==> config.mk <==
export PLATFORM = sky130hd
export DESIGN_NAME = bypass_network_flat
export DESIGN_NICKNAME = d
export VERILOG_FILES = /design/src/rtl/bypass_network_if.sv /design/src/rtl/bypass_network.sv /design/src/flat_wrapper.sv
export SDC_FILE = /design/constraint.sdc
export NUM_CORES = 1
export LEC_CHECK = 0
export CELL_PAD_IN_SITES_DETAIL_PLACEMENT = 2
export CELL_PAD_IN_SITES_GLOBAL_PLACEMENT = 2
export CORE_UTILIZATION = 21
export CTS_CLUSTER_DIAMETER = 30
export DETAILED_ROUTE_END_ITERATION = 10
export GPL_ROUTABILITY_DRIVEN = 0
export PLACE_DENSITY_LB_ADDON = 0.1
export SETUP_SLACK_MARGIN = 0.5
export SLEW_MARGIN = 30
export SYNTH_ARGS = -nofsm -noshare
export SYNTH_HDL_FRONTEND = slang
export SYNTH_SLANG_ARGS = --single-unit
==> constraint.sdc <==
create_clock -name clk -period 6.15 [get_ports clk]
set_clock_uncertainty 0.15 [all_clocks]
set_input_delay 1.845 -clock clk [delete_from_list [all_inputs] [get_ports clk]]
set_output_delay 1.845 -clock clk [all_outputs]
set_load 0.02 [all_outputs]
==> src/rtl/bypass_network_if.sv <==
// Bus bundle between decode/regfile read and the bypass network.
interface bypass_network_if #(
    parameter int unsigned WIDTH  = 32,
    parameter int unsigned LANES  = 2,
    parameter int unsigned NSRC   = 2,
    parameter int unsigned STAGES = 3,
    parameter int unsigned RADDR  = 5,
    parameter int unsigned SELW   = $clog2(STAGES*LANES+1)
);
    logic                            stall_i;
    logic                            flush_i;
    logic [LANES-1:0]                iss_valid_i;
    logic [LANES*RADDR-1:0]          iss_rd_i;
    logic [LANES-1:0]                iss_we_i;
    logic [LANES-1:0]                iss_load_i;
    logic [LANES*NSRC*RADDR-1:0]     src_addr_i;
    logic [LANES*NSRC*WIDTH-1:0]     rf_data_i;
    logic [STAGES*LANES*WIDTH-1:0]   stage_data_i;
    logic [LANES*NSRC*WIDTH-1:0]     opnd_o;
    logic [LANES*NSRC*SELW-1:0]      fwd_sel_o;
    logic                            hazard_o;

    modport master (
        output stall_i, flush_i, iss_valid_i, iss_rd_i, iss_we_i, iss_load_i,
        output src_addr_i, rf_data_i, stage_data_i,
        input  opnd_o, fwd_sel_o, hazard_o
    );

    modport slave (
        input  stall_i, flush_i, iss_valid_i, iss_rd_i, iss_we_i, iss_load_i,
        input  src_addr_i, rf_data_i, stage_data_i,
        output opnd_o, fwd_sel_o, hazard_o
    );
endinterface

==> src/rtl/bypass_network.sv <==
// Operand forwarding unit: tracks in-flight destination tags per lane and stage,
// steers each source to the youngest matching result and flags load-use and
// intra-bundle hazards.
module bypass_network #(
    parameter int unsigned WIDTH  = 32,
    parameter int unsigned LANES  = 2,
    parameter int unsigned NSRC   = 2,
    parameter int unsigned STAGES = 3,
    parameter int unsigned RADDR  = 5,
    parameter int unsigned SELW   = $clog2(STAGES*LANES+1)
) (
    input  logic             clk,
    input  logic             rst,
    bypass_network_if.slave  bus
);
    localparam int unsigned NENT = STAGES * LANES;
    localparam int unsigned NOPS = LANES * NSRC;

    typedef struct packed {
        logic             v;
        logic [RADDR-1:0] rd;
        logic             we;
        logic             ld;
    } tag_t;

    tag_t tags     [NENT];
    tag_t tags_nxt [NENT];

    logic                        hazard;
    logic [NOPS*WIDTH-1:0]       opnd;
    logic [NOPS*SELW-1:0]        sel;

    // Operand steering and hazard detection against the current tag pipe.
    always_comb begin
        logic [RADDR-1:0] src;
        logic             hit;
        logic             win_ld;
        logic             op_haz;
        int unsigned      win;
        int unsigned      op;
        int unsigned      s;
        int unsigned      e;

        opnd   = '0;
        sel    = '0;
        hazard = 1'b0;
        src    = '0;
        hit    = 1'b0;
        win_ld = 1'b0;
        op_haz = 1'b0;
        win    = 0;
        op     = 0;
        s      = 0;
        e      = 0;

        for (int unsigned l = 0; l < LANES; l++) begin
            for (int unsigned n = 0; n < NSRC; n++) begin
                op     = l * NSRC + n;
                src    = bus.src_addr_i[op*RADDR +: RADDR];
                hit    = 1'b0;
                win_ld = 1'b0;
                win    = 0;

                // Scan oldest to youngest so the last hit is the winner.
                for (int unsigned si = 0; si < STAGES; si++) begin
                    s = STAGES - 1 - si;
                    for (int unsigned k = 0; k < LANES; k++) begin
                        e = s * LANES + k;
                        if (tags[e].v && tags[e].we && (src != '0) && (tags[e].rd == src)) begin
                            hit    = 1'b1;
                            win    = e;
                            win_ld = tags[e].ld && (s == 0);
                        end
                    end
                end

                op_haz = hit && win_ld;

                // Earlier lanes in the same bundle produce values not yet available.
                for (int unsigned k = 0; k < l; k++) begin
                    if (bus.iss_valid_i[k] && bus.iss_we_i[k] && (src != '0) &&
                        (bus.iss_rd_i[k*RADDR +: RADDR] == src)) begin
                        op_haz = 1'b1;
                    end
                end

                hazard = hazard | (op_haz && bus.iss_valid_i[l]);

                if (hit && !win_ld) begin
                    sel[op*SELW +: SELW]   = SELW'(win + 1);
                    opnd[op*WIDTH +: WIDTH] = bus.stage_data_i[win*WIDTH +: WIDTH];
                end else begin
                    sel[op*SELW +: SELW]   = '0;
                    opnd[op*WIDTH +: WIDTH] = bus.rf_data_i[op*WIDTH +: WIDTH];
                end
            end
        end
    end

    assign bus.opnd_o    = opnd;
    assign bus.fwd_sel_o = sel;
    assign bus.hazard_o  = hazard;

    // Next tag-pipe contents: flush clears, stall holds, hazard inserts a bubble.
    always_comb begin
        for (int unsigned i = 0; i < NENT; i++) begin
            tags_nxt[i] = tags[i];
        end
        if (bus.flush_i) begin
            for (int unsigned i = 0; i < NENT; i++) begin
                tags_nxt[i].v = 1'b0;
            end
        end else if (!bus.stall_i) begin
            for (int unsigned s = 1; s < STAGES; s++) begin
                for (int unsigned l = 0; l < LANES; l++) begin
                    tags_nxt[s*LANES+l] = tags[(s-1)*LANES+l];
                end
            end
            for (int unsigned l = 0; l < LANES; l++) begin
                if (hazard) begin
                    tags_nxt[l] = '0;
                end else begin
                    tags_nxt[l].v  = bus.iss_valid_i[l];
                    tags_nxt[l].rd = bus.iss_rd_i[l*RADDR +: RADDR];
                    tags_nxt[l].we = bus.iss_we_i[l];
                    tags_nxt[l].ld = bus.iss_load_i[l];
                end
            end
        end
    end

    // Tag pipe register with synchronous reset.
    always_ff @(posedge clk) begin
        if (rst) begin
            for (int unsigned i = 0; i < NENT; i++) begin
                tags[i] <= '0;
            end
        end else begin
            for (int unsigned i = 0; i < NENT; i++) begin
                tags[i] <= tags_nxt[i];
            end
        end
    end
endmodule

==> src/flat_wrapper.sv <==
// flat-port wrapper written by rule: the top's interface ports become plain ports
module bypass_network_flat 
#(
    parameter int unsigned WIDTH  = 32,
    parameter int unsigned LANES  = 2,
    parameter int unsigned NSRC   = 2,
    parameter int unsigned STAGES = 3,
    parameter int unsigned RADDR  = 5,
    parameter int unsigned SELW   = $clog2(STAGES*LANES+1)
)
  (clk, rst, bus_stall_i, bus_flush_i, bus_iss_valid_i, bus_iss_rd_i, bus_iss_we_i, bus_iss_load_i, bus_src_addr_i, bus_rf_data_i, bus_stage_data_i, bus_opnd_o, bus_fwd_sel_o, bus_hazard_o);
  bypass_network_if #(.WIDTH(WIDTH), .LANES(LANES), .NSRC(NSRC), .STAGES(STAGES), .RADDR(RADDR), .SELW(SELW)) bus_i ();
  input  logic clk;
  input  logic rst;
  input wire logic [$bits(bus_i.stall_i)-1:0] bus_stall_i;
  input wire logic [$bits(bus_i.flush_i)-1:0] bus_flush_i;
  input wire logic [$bits(bus_i.iss_valid_i)-1:0] bus_iss_valid_i;
  input wire logic [$bits(bus_i.iss_rd_i)-1:0] bus_iss_rd_i;
  input wire logic [$bits(bus_i.iss_we_i)-1:0] bus_iss_we_i;
  input wire logic [$bits(bus_i.iss_load_i)-1:0] bus_iss_load_i;
  input wire logic [$bits(bus_i.src_addr_i)-1:0] bus_src_addr_i;
  input wire logic [$bits(bus_i.rf_data_i)-1:0] bus_rf_data_i;
  input wire logic [$bits(bus_i.stage_data_i)-1:0] bus_stage_data_i;
  output wire logic [$bits(bus_i.opnd_o)-1:0] bus_opnd_o;
  output wire logic [$bits(bus_i.fwd_sel_o)-1:0] bus_fwd_sel_o;
  output wire logic [$bits(bus_i.hazard_o)-1:0] bus_hazard_o;
  assign bus_i.stall_i = bus_stall_i;
  assign bus_i.flush_i = bus_flush_i;
  assign bus_i.iss_valid_i = bus_iss_valid_i;
  assign bus_i.iss_rd_i = bus_iss_rd_i;
  assign bus_i.iss_we_i = bus_iss_we_i;
  assign bus_i.iss_load_i = bus_iss_load_i;
  assign bus_i.src_addr_i = bus_src_addr_i;
  assign bus_i.rf_data_i = bus_rf_data_i;
  assign bus_i.stage_data_i = bus_stage_data_i;
  assign bus_opnd_o = bus_i.opnd_o;
  assign bus_fwd_sel_o = bus_i.fwd_sel_o;
  assign bus_hazard_o = bus_i.hazard_o;
  bypass_network #(.WIDTH(WIDTH), .LANES(LANES), .NSRC(NSRC), .STAGES(STAGES), .RADDR(RADDR), .SELW(SELW)) u_core (.clk(clk), .rst(rst), .bus(bus_i));
endmodule
-- Word-level counts from Yosys, hierarchy flattened
Memory sizes are Yosys's and may differ from the RTL's.
Index checks and enable logic that the tools add are counted.
- add/subtract/negate cells: 4
- multiply operators: 0
- divide/modulo/power cells: 0
- $lt $le $gt $ge: 0
- equality and inequality tests: 26
- shift operators: 4
- multiplexer cells: 90
- bitwise logic cells: 9
- reductions and logical operators: 79
- operator list (kind ; count):
    variable part select 192 x 33 -> 32 bit ; 2
    variable part select 192 x 9 -> 32 bit ; 2
    two-way mux 27 bit ; 8
    equality test 5 bit ; 26
    two-way mux 32 bit ; 4
    logical AND 1 bit ; 71
    two-way mux 8 bit ; 8
    two-way mux 3 bit ; 20
    two-way mux 48 bit ; 1
    two-way mux 1 bit ; 43
    two-way mux 7 bit ; 6
    nonzero test 5 bit ; 4
    adder 3 x 1 -> 3 bit (second input constant) ; 4
    bitwise OR 1 bit ; 9
    zero test 1 bit ; 4
- register bits: 0
- bits in latches: 0
- memory bits (writable): 48
- memory bits (read-only): 0
- word-level logic and storage cells: 213
- memories: 1
- memories (name ; depth ; bits a word ; read ports ; clocked after memory_dff ; write ports ; line ; text):
    u_core.tags ; 6 ; 8 ; 6 ; 0 ; 6 ; bypass_network.sv:26 ; tag_t tags [NENT];

-- Depth between registers and ports, before layout
Gate-level depths: netlist of the first run.
An unclocked memory read counts as a cell.
- depth in word-level cells: 19
- mapped depth: 11
- gate-level depth less buffers: 9

-- Least setup slack after synthesis of the first run
OpenSTA, ideal clock, no wires.
- path type: input to output
- start: input port bus_src_addr_i[15]
- end: output port bus_opnd_o[119]
- data arrival time: 4.332 ns
- required time: 4.155 ns
- path slack: -0.177 ns
- cell stages on the path: 9
- cell sequence: buf_2 or4_4 or2_1 nand4_1 nand3_1 nand2_2 buf_2 mux2_2 o211ai_1
- word-level cells in the longest chain between the ends: 11
- elaborated cells on any way between the ends: 37
- classes of those cells: 6 x eq/ne; 1 x shift; 15 x mux; 15 x reduce/logical
- ends and longest elaborated chain (item ; line ; text):
    start, declared ; flat_wrapper.sv:21 ; input wire logic [$bits(bus_i.src_addr_i)-1:0] bus_src_addr_i;
    nonzero test 5 bit ; bypass_network.sv:69 ; if (tags[e].v && tags[e].we && (src != '0) && (tags[e].rd == src)) begin
    logical AND 1 bit (2 in series) ; bypass_network.sv:69 ;
    two-way mux 3 bit or two-way mux 1 bit (tied branches) (6 in series) ; bypass_network.sv:69 ;
    variable part select 192 x 9 -> 32 bit or logical AND 1 bit (tied branches) ; bypass_network.sv:91, bypass_network.sv:89 ;
    two-way mux 32 bit (*) ; bypass_network.sv:89 ; if (hit && !win_ld) begin
    end, declared ; flat_wrapper.sv:24 ; output wire logic [$bits(bus_i.opnd_o)-1:0] bus_opnd_o;
Mark *: on every way between the ends. The rest lies on a longest branch, timed or not.

-- Final worst setup path of the first run
- start: input port bus_src_addr_i[11]
- end: output port bus_opnd_o[94]
Same word-level chain as after synthesis.

==> results of run 1 <==
layer usage:
metal	global-route usage	vias to the layer above	wire, um
met5	0	-	88
li1	-	7825	-
met4	0.1109	16	4585
met1	0.4055	9400	42900
met2	0.5938	726	53160
met3	0.04829	232	5909
power by group:
| group | total [mW] | leakage (nW) | switching (mW) | internal (mW) |
|---|---|---|---|---|
| Combinational | 0.967 | 11.1 | 0.445 | 0.521 |
| Sequential | 0.317 | 0.357 | 0.0257 | 0.292 |
| Clock | 0.281 | 0.0768 | 0.120 | 0.161 |
| Total | 1.57 | 11.5 | 0.592 | 0.974 |
stage by stage:
step,power (mW),utilization,hold WS [ns]
after global placement,1.126,0.3719,0.2940
after floorplan,0.6614,-,0.2866
after detailed placement,1.147,0.3718,0.3350
final,1.565,0.4690,0.3417
after CTS,1.479,0.4294,0.3438
after global routing,1.621,0.4686,0.3781
cells by family after synthesis:
group	Yosys count
flip-flops	44
AO/OA/AOI/OAI	466
AND/OR/NAND/NOR	417
adder cells (fa/ha/maj)	4
buffers and inverters	276
multiplexers	327
XOR/XNOR	116
worst max path at each step:
stage / endpoint / depth (start not counted) / slack [ns]
after CTS: bus_opnd_o[94] / 14 / -0.42
final: bus_opnd_o[94] / 13 / -0.52
after floorplan: bus_opnd_o[119] / 10 / -0.02
after global routing: bus_opnd_o[74] / 16 / -0.54
after detailed placement: bus_opnd_o[100] / 12 / -1.39
after global placement: bus_opnd_o[100] / 12 / -1.34
cells in the final DEF, fill, tap and decap left out, types with 13 or more instances in the layout:
cell type	instances
diode_2	22
xor2_1	43
and3_1	28
xnor2_1	35
mux2i_1	248
nor3_4	13
o22ai_2	18
mux2_2	24
buf_4	287
buf_12	109
a221o_1	64
buf_6	182
o22ai_4	13
clkdlybuf4s50_1	338
nand3_1	67
dfxtp_1	44
buf_16	28
nand2_1	92
o21ai_2	16
a21oi_1	115
nor3_1	42
xnor2_2	25
o21ai_0	65
o211ai_1	34
buf_8	22
inv_1	76
mux2_4	45
a22o_1	16
nand4_1	21
a311oi_4	19
nor2_1	46
o31ai_4	30
area by class of cell:
cell class / instances / area, um^2 / area share
timing repair buffer: 989 / 11190 / 0.4305
inverter: 84 / 330.3 / 0.01271
sequential: 44 / 880.8 / 0.03390
multi-input combinational: 1330 / 12450 / 0.4791
clock inverter: 2 / 10.01 / 0.0003852
tap: 748 / 935.9 / 0.03601
antenna: 22 / 55.05 / 0.002118
clock buffer: 6 / 138.9 / 0.005344
worst max-delay path, stage by stage:
cell and delay, ns:
buf_6 0.09, buf_12 0.13, buf_12 0.12, buf_4 0.14, a221oi_2 0.34, nand4_1 0.26, o211ai_4 0.17, buf_12 0.16
buf_6 0.11, mux2_2 0.34, mux4_2 0.53, mux2_4 0.30, buf_6 0.13
repair_timing:
action / in CTS / in global routing
pin swaps: 113 / 116
endpoints found under the hold margin: 0 / 0
gates cloned: 26 / 7
setup buffers: 121 / 86
setup endpoints to repair: 141 / 141
resized for setup: 1014 / 345
==> impl_metrics.py, run 1 <==
metrics = {
    "synth": {
        "synth-seq-cells": 44,
        "synth_edf_count": 0,
        "ys_seq_area_frac": 0.07424,
        "synth_top_family_by_area": "multiplexers",
        "synth_area_um2": 11870,
        "synth_most_common_cell": "mux2i_1",
        "avgSynthCellArea_um2": 7.191,
        "syn_inst": 1650,
        "yosysTopAreaCellShare": 0.2160,
        "synth-adder-area-share": 0.004218,
        "synth_compound_area_frac": 0.2715,
        "synthTopCellsByArea": "mux2i_1 22%, dfxtp_1 7.4%, mux2_2 6.4%, a221o_1 5.4%, a21oi_1 5.2%",
        "ys.flop_type": "dfxtp_1",
        "synth_xor_area_frac": 0.08563,
        "yosysUniqueCellTypes": 70,
        "synth_nets": 2014,
        "synthMuxAreaShare": 0.2856,
        "yosysWarningCount": 0,
        "yosysTopAreaCell": "mux2i_1",
        "netlist_top_cells_count": "256 x mux2i_1, 125 x clkbuf_1, 124 x a21oi_1, 106 x nand2_1, 93 x o21ai_0",
        "synthArstFlopShare": 0,
        "synth_simple_gate_area_frac": 0.1790,
    },
    "floorplan": {
        "die-area_um2": 57460,
        "design.core.area_um2": 55420,
        "start_util": 0.2141,
        "io_pins": 501,
        "dieHeight_um": 239.7,
        "fp.dieW_um": 239.7,
        "row_count": 86,
    },
    "drt": {
        "drc": 0,
        "avgRoutedWirePerCell_um": 33.07,
        "drt_iter0_drc": 1088,
        "first_pass_iters": 7,
        "ant_nets": 0,
        "drt_wl_total_um": 106600,
        "viasPerCell": 5.643,
        "vias": 18200,
    },
    "layout": {
        "reg_top3": "u_core.tags (44)",
        "areaGrowthSynthToFinish_pct": 119.0,
        "regMostFlops": "u_core.tags",
        "final_nets": 2818,
        "stdcell_count": 3225,
        "fin_area_um2": 25990,
        "n_fill_cell": 5758,
        "layout-drive-gt1-share": 0.4236,
        "largest_register_ff_count": 44,
    },
    "cts": {
        "ctsLongestPathBuffers": 2,
        "cts_buffers": 5,
        "clk_pin_slew_ns": 0.06,
        "cts_tree": "built",
        "htreeDepth": 2,
        "clock-sinks": 44,
        "cts-root-buf": "clkbuf_16",
        "holdBufCountCts": 0,
        "clock_latency_ns": 0.30,
    },
    "setup_path": {
        "r2r-start": "u_core.tags[0][14]$_SDFFE_PP0P_",
        "reg2reg_depth": 15,
        "required_ns": 4.16,
        "end_kind": "primary output",
        "crit_arrival_ns": 4.67,
        "crit_path_max_fanout": 4,
        "cp-startpoint": "bus_src_addr_i[11]",
        "crit_type": "in2out",
        "rr_endpoint": "u_core.tags[0][5]$_SDFFE_PP0P_",
        "start_kind": "input pin",
        "r2r_slack_ns": 2.64,
    },
    "timing": {
        "fin_ws_ns": -0.5180,
        "finalMaxSlewViolations": 0,
        "finalHoldViolCount": 0,
        "setup_tns_ns": -34.58,
        "fin_crit_sh": 1.084,
        "setup_violations": 139,
        "rsz0062_at_grt": "yes",
        "tightest_slew_ns": 0.9176,
        "maxSlewHeadroom": 0.3860,
        "max_freq_mhz": 150.0,
        "final.min_clock_period_ns": 6.668,
    },
    "grt": {
        "antenna_found_initial": 28,
        "grt-ovfl-total": 0,
        "grt_pass1_vias": 19270,
        "grt_pass1_wl_um": 140200,
        "grt_usage": 0.3332,
        "grt_max_degree": 32,
    },
    "power": {
        "p_per_area_nw_per_um2": 60.23,
        "vdd_drop_max_uv": 93.16,
        "power_leakage_nw": 11.55,
    },
    "run": {
        "max_cap_viol_count": 0,
    },
    "place": {
        "dp_cells": 2955,
        "io_buffers": 500,
        "place_ws_ns": -1.385,
        "place_area_um2": 20600,
        "dpl.hpwl_um": 69390,
    },
    "status": {
        "violations": "negative setup slack",
        "status": "complete, but fails checks",
    },
    "min_path": {
        "hold_path_depth": 2,
        "hp-class": "reg2reg",
        "min_to": "u_core.tags[0][25]$_SDFFE_PP0P_",
        "hp-start": "u_core.tags[0][25]$_SDFFE_PP0P_",
    },
}
Note: power is estimated with default switching activity, not from simulation.
==> run 2, diff against run 1 <==
--- a/config.mk
+++ b/config.mk
@@ -7,10 +7,9 @@
 export LEC_CHECK = 0
 export CELL_PAD_IN_SITES_DETAIL_PLACEMENT = 2
 export CELL_PAD_IN_SITES_GLOBAL_PLACEMENT = 2
-export CORE_UTILIZATION = 21
+export CORE_UTILIZATION = 23
 export CTS_CLUSTER_DIAMETER = 30
 export DETAILED_ROUTE_END_ITERATION = 10
-export GPL_ROUTABILITY_DRIVEN = 0
 export PLACE_DENSITY_LB_ADDON = 0.1
 export SETUP_SLACK_MARGIN = 0.5
 export SLEW_MARGIN = 30
==> constraint.sdc (replaced) <==
create_clock -name clk -period 6.65 [get_ports clk]
set_clock_uncertainty 0.15 [all_clocks]
set_input_delay 1.995 -clock clk [delete_from_list [all_inputs] [get_ports clk]]
set_output_delay 1.995 -clock clk [all_outputs]
set_load 0.02 [all_outputs]
==> run 2 against run 1 <==
The flow still finishes with violations (negative setup slack). Final area shrank 1.2%. Worst hold slack lost 0.017 ns. Power shrank 8.6%. Die area shrank 8.6%. Flip-flop and latch count is the same. Non-clock buffer count shrank 21. Count of clock-buffer cells in the layout shrank 1. Via count grew 4.1%. Combinational power shrank 7.0%. First-iteration DRC count grew 40%. Clock power shrank 14%. Largest power group unchanged.
==> impl_metrics.py, run 2 (synthesis gave the netlist of run 1 again) <==
metrics = {
    "status": {
        "status": "complete, but fails checks",
        "violations": "negative setup slack",
    },
    "power": {
        "vdd_drop_max_uv": 96.25,
        "p_per_area_nw_per_um2": 55.73,
        "power_leakage_nw": 11.33,
        "power.total_mw": 1.430,
    },
    "layout": {
        "final_common_cell": "clkdlybuf4s50_1",
        "regMostFlops": "u_core.tags",
        "final_cell_mix": "338 x clkdlybuf4s50_1, 253 x buf_4, 241 x mux2i_1, 201 x buf_6, 105 x a21oi_1",
        "final_nets": 2797,
        "layout-drive-gt1-share": 0.4213,
        "areaGrowthSynthToFinish_pct": 116.3,
        "largest_register_ff_count": 44,
        "reg_top3": "u_core.tags (44)",
    },
    "drt": {
        "first_pass_iters": 5,
        "drt_wl_total_um": 114900,
        "drt_iter0_drc": 1523,
        "avgRoutedWirePerCell_um": 36.77,
        "viasPerCell": 6.062,
        "drc": 0,
        "vias": 18940,
        "ant_nets": 0,
    },
    "setup_path": {
        "start_kind": "input pin",
        "path_depth": 15,
        "end_kind": "primary output",
        "cp_num_buf_inv": 8,
        "crit_family": "buffers and inverters",
        "r2r-start": "u_core.tags[0][12]$_SDFFE_PP0P_",
        "worst_path_most_repeated_cell": "buf_4",
        "worst_path_max_delay_cell": "a21oi_1",
        "cp-startpoint": "bus_src_addr_i[7]",
        "required_ns": 4.51,
        "crit_arrival_ns": 4.82,
        "path_cells": "buf_2 > buf_4 > nor3_4 > and2_4 > buf_4 > nor4_4 > buf_4 > buf_4 > nor3b_4 > buf_6 > clkbuf_16 > o21ai_0 > a21oi_1 > a221o_1 > buf_6",
        "reg2reg_depth": 13,
        "slowest_delay_ns": 0.49,
        "crit_type": "in2out",
        "crit_path_max_fanout": 4,
    },
    "floorplan": {
        "dieHeight_um": 229.1,
        "io_pins": 501,
        "start_util": 0.2351,
        "row_count": 82,
        "fp.dieW_um": 229.1,
        "die-area_um2": 52500,
        "design.core.area_um2": 50480,
    },
    "cts": {
        "cts_buffers": 5,
        "cts_tree": "built",
        "clock_latency_ns": 0.30,
        "clock-sinks": 44,
        "clk_pin_slew_ns": 0.06,
        "htreeDepth": 2,
        "ctsLongestPathBuffers": 2,
        "cts-root-buf": "clkbuf_16",
    },
    "min_path": {
        "hold_path_depth": 2,
        "hp-class": "reg2reg",
        "hp-start": "u_core.tags[0][41]$_SDFFE_PP0P_",
    },
    "timing": {
        "finalHoldViolCount": 0,
        "rsz0062_at_grt": "yes",
        "max_freq_mhz": 143.6,
        "setup_violations": 131,
        "final.min_clock_period_ns": 6.962,
        "fin_crit_sh": 1.047,
        "maxSlewHeadroom": 0.5632,
        "finalMaxSlewViolations": 0,
        "fin_ws_ns": -0.3119,
        "tightest_slew_ns": 0.6543,
    },
    "grt": {
        "grt_max_degree": 36,
        "antenna_found_initial": 19,
        "grt_pass1_wl_um": 143300,
        "grt_usage": 0.3673,
        "grt_pass1_vias": 19500,
        "grt-ovfl-total": 0,
    },
    "place": {
        "io_buffers": 500,
        "dpl.hpwl_um": 68860,
        "place_ws_ns": -1.160,
        "place_congestion": 0.9083,
    },
    "run": {
        "max_cap_viol_count": 0,
    },
}
-- run 2: cell types whose count changed in the layout (fill, tap and decap cells not counted), sizes merged --
cell           change
buf               -25
clkbuf             +4
diode              -2
clkdlybuf4s15      -1
clkinv             -1
clkinvlp           +1
-- run 2: report_power, final --
group	total [mW]	internal, mW	switching (mW)
registers	0.288	0.270	0.0182
logic	0.899	0.464	0.435
clock network	0.243	0.136	0.106
-- run 2: repair_timing --
item	4_1_cts	5_1_grt
resized for setup	1114	270
cloned	23	15
setup buffers	121	44
setup endpoints to repair	141	141
hold buffers	0	0
pin swaps	133	107
-- run 2: path summary, 6_finish.rpt --
path | end | slack [ns]
hold / removal | u_core.tags[0][41]$_SDFFE_PP0P_ | 0.33
hold reg to reg | u_core.tags[0][41]$_SDFFE_PP0P_ | 0.33
setup reg to reg | u_core.tags[0][2]$_SDFFE_PP0P_ | 3.34
setup / recovery | bus_opnd_o[34] | -0.31
-- run 2: layout make-up --
class	instances	area, um^2
clock inverter	2	12.51
timing repair buffer	968	11030
multi-input combinational	1330	12400
sequential	44	880.8
antenna	20	50.05
inverter	84	322.8
fill	5189	24820
tap	672	840.8
clock buffer	5	125.1
-- run 2: worst register-to-register path, cell delays in order (launching register included) --
cell and delay [ns]:
dfxtp_1 0.74, xor2_1 0.14, a221oi_1 0.32, nand4_1 0.24, buf_4 0.22, nand3_2 0.13
buf_4 0.14, nand4_1 0.12, buf_4 0.18, buf_4 0.13, buf_4 0.13, a221oi_2 0.22
buf_4 0.24, a22o_1 0.17
-- run 2: layer usage --
layer	global-route usage	wire, um	vias to the layer above
li1	-	-	7782
met1	0.4395	43910	9604
met2	0.6366	54510	1176
met3	0.05229	8675	380
met4	0.1856	7783	2
met5	0	11	-
-- run 2: stage by stage --
stage                     setup TNS [ns]  utilization  hold WS, ns  area [um^2]  cells
after floorplan                        0            -       0.2866        12920   1650
after global placement           -115.33       0.4060       0.2917        20490   2895
after detailed placement         -124.09       0.4059       0.3243        20490   2895
after CTS                         -2.859       0.4729       0.3333        23870   3046
after global routing              -20.02       0.5082       0.3637        25650   3121
final                             -16.23       0.5084       0.3251        25660   3125
==> run 3, diff against run 2 <==
--- a/config.mk
+++ b/config.mk
@@ -10,7 +10,7 @@
 export CORE_UTILIZATION = 23
 export CTS_CLUSTER_DIAMETER = 30
 export DETAILED_ROUTE_END_ITERATION = 10
-export PLACE_DENSITY_LB_ADDON = 0.1
+export PLACE_DENSITY_LB_ADDON = 0.08
 export SETUP_SLACK_MARGIN = 0.5
 export SLEW_MARGIN = 30
 export SYNTH_ARGS = -nofsm -noshare
==> run 3 against run 2 <==
The flow still finishes with violations (negative setup slack). Via count shrank 3.8%. Worst hold slack worse by 0.010 ns. Combinational power fell by 2%. Final area is 0.99% lower. Critical endpoint is now bus_opnd_o[105].
==> impl_metrics.py, run 3 (synthesis gave the netlist of run 1 again) <==
metrics = {
    "grt": {
        "use_met2": 0.6295,
        "grt_use_met1": 0.4444,
        "grt_util_met3": 0.04382,
        "antenna_found_initial": 20,
        "grt_pass1_vias": 19290,
        "busiest_layer": "met2",
        "grt_pass1_wl_um": 139300,
        "grt-ovfl-total": 0,
        "grt_max_degree": 32,
        "grt_usage": 0.3559,
    },
    "floorplan": {
        "row_count": 82,
        "dieHeight_um": 229.1,
        "design.core.area_um2": 50480,
        "die-area_um2": 52500,
        "start_util": 0.2351,
        "io_pins": 501,
        "fp.dieW_um": 229.1,
    },
    "cts": {
        "ctsLongestPathBuffers": 2,
        "cts_buffers": 5,
        "cts_tree": "built",
        "clk_pin_slew_ns": 0.06,
        "htreeDepth": 2,
        "holdBufCountCts": 0,
        "cts-root-buf": "clkbuf_16",
        "clock_latency_ns": 0.29,
        "clock-sinks": 44,
    },
    "place": {
        "place_congestion": 0.8953,
        "dp_cells": 2888,
        "io_buffers": 500,
        "place_ws_ns": -1.329,
        "dpl.hpwl_um": 68250,
    },
    "timing": {
        "finalMaxSlewViolations": 0,
        "fin_ws_ns": -0.5545,
        "final.min_clock_period_ns": 7.204,
        "maxSlewHeadroom": 0.4781,
        "max_freq_mhz": 138.8,
        "rsz0062_at_grt": "yes",
        "fin_hold_ws_ns": 0.3150,
        "fin_crit_sh": 1.083,
        "tightest_slew_ns": 0.7818,
        "setup_violations": 90,
        "finalHoldViolCount": 0,
    },
    "layout": {
        "largest_register_ff_count": 44,
        "final_common_cell": "clkdlybuf4s50_1",
        "final_nets": 2768,
        "stdcell_count": 3093,
        "regMostFlops": "u_core.tags",
        "multi_input_area_um2": 12420,
        "final_cell_mix": "338 x clkdlybuf4s50_1, 244 x buf_4, 238 x mux2i_1, 182 x buf_6, 114 x a21oi_1",
        "layout-drive-gt1-share": 0.4096,
        "areaGrowthSynthToFinish_pct": 114.2,
        "reg_top3": "u_core.tags (44)",
        "seqCellArea_um2": 880.8,
        "n_fill_cell": 5252,
        "finish.utilization": 0.5034,
    },
    "status": {
        "status": "complete, but fails checks",
        "violations": "negative setup slack",
    },
    "power": {
        "p_per_area_nw_per_um2": 57.95,
        "vdd_drop_max_uv": 163.9,
        "power_leakage_nw": 11.17,
    },
    "drt": {
        "first_pass_iters": 5,
        "drt_wl_total_um": 105900,
        "avgRoutedWirePerCell_um": 34.24,
        "drc": 0,
        "ant_nets": 0,
        "viasPerCell": 5.894,
        "vias": 18230,
        "drt_iter0_drc": 1308,
    },
    "run": {
        "max_cap_viol_count": 0,
    },
    "setup_path": {
        "end_kind": "primary output",
        "worst_path_max_delay_cell": "or4_4",
        "required_ns": 4.51,
        "path_cells": "buf_6 > or4_4 > or2_4 > buf_4 > nand4_1 > nand3_4 > buf_8 > bufbuf_16 > and3_1 > o21ai_1 > o211ai_1 > buf_4",
        "crit_arrival_ns": 5.06,
        "r2r_slack_ns": 3.06,
        "worst_path_most_repeated_cell": "buf_4",
        "start_kind": "input pin",
        "crit_path_max_fanout": 17,
        "slowest_delay_ns": 0.56,
        "crit_type": "in2out",
    },
    "min_path": {
        "hp-class": "reg2reg",
    },
}
run 3: cell types whose count changed in the layout (fill, tap and decap cells not counted), sizes merged:
cell	previous run	this run
clkbuf	18	21
clkinvlp	1	0
buf	615	582
bufbuf	2	4
bufinv	0	1
diode	20	16
run 3: final timing paths:
check	startpoint	to	depth (start not counted)
setup / recovery	bus_src_addr_i[18]	bus_opnd_o[105]	12
hold / removal	u_core.tags[0][41]$_SDFFE_PP0P_	u_core.tags[0][41]$_SDFFE_PP0P_	2
setup reg to reg	u_core.tags[0][13]$_SDFFE_PP0P_	u_core.tags[0][6]$_SDFFE_PP0P_	12
hold reg to reg	u_core.tags[0][41]$_SDFFE_PP0P_	u_core.tags[0][41]$_SDFFE_PP0P_	2
run 3: metal layers:
layer / wire length (um) / part of all wire
met4: 4667 / 0.044
met1: 42640 / 0.40
met2: 51900 / 0.49
met3: 6619 / 0.063
met5: 65 / 0.00061
run 3: final cells by class:
class,count,area share
well taps,672,0.03309
diodes,16,0.001576
clock buffers,6,0.005466
clock inverters,2,0.001526
inverters,84,0.01300
flip-flops and latches,44,0.03466
repair buffers,939,0.4218
multi-input cells,1330,0.4889
run 3: through the flow:
step                      area, um^2  setup TNS [ns]  power (mW)
after floorplan                12920               0      0.6078
after global placement         20520         -123.83       1.034
after detailed placement       20510         -134.60       1.051
after CTS                      23410         -0.8826       1.404
after global routing           25400          -16.28       1.521
final                          25410          -9.475       1.473
run 3: where the power goes:
| group | total (mW) | internal, mW | leakage [nW] | switching [mW] |
|---|---|---|---|---|
| Clock | 0.299 | 0.188 | 0.0872 | 0.111 |
| Sequential | 0.293 | 0.270 | 0.357 | 0.0235 |
| Combinational | 0.880 | 0.466 | 10.7 | 0.414 |
run 3: worst max-delay path: cells and delay by family:
family | cells | cell delay [ns]
buffers and inverters | 5 | 0.95
AOI/OAI and AO/OA | 2 | 0.74
and+or+nand+nor | 5 | 1.35
run 3: repair_timing:
action / CTS / global route
pin swaps: 127 / 128
resized for setup: 1053 / 294
endpoints found under the setup margin: 141 / 141
setup buffers: 95 / 52
cloned: 22 / 12
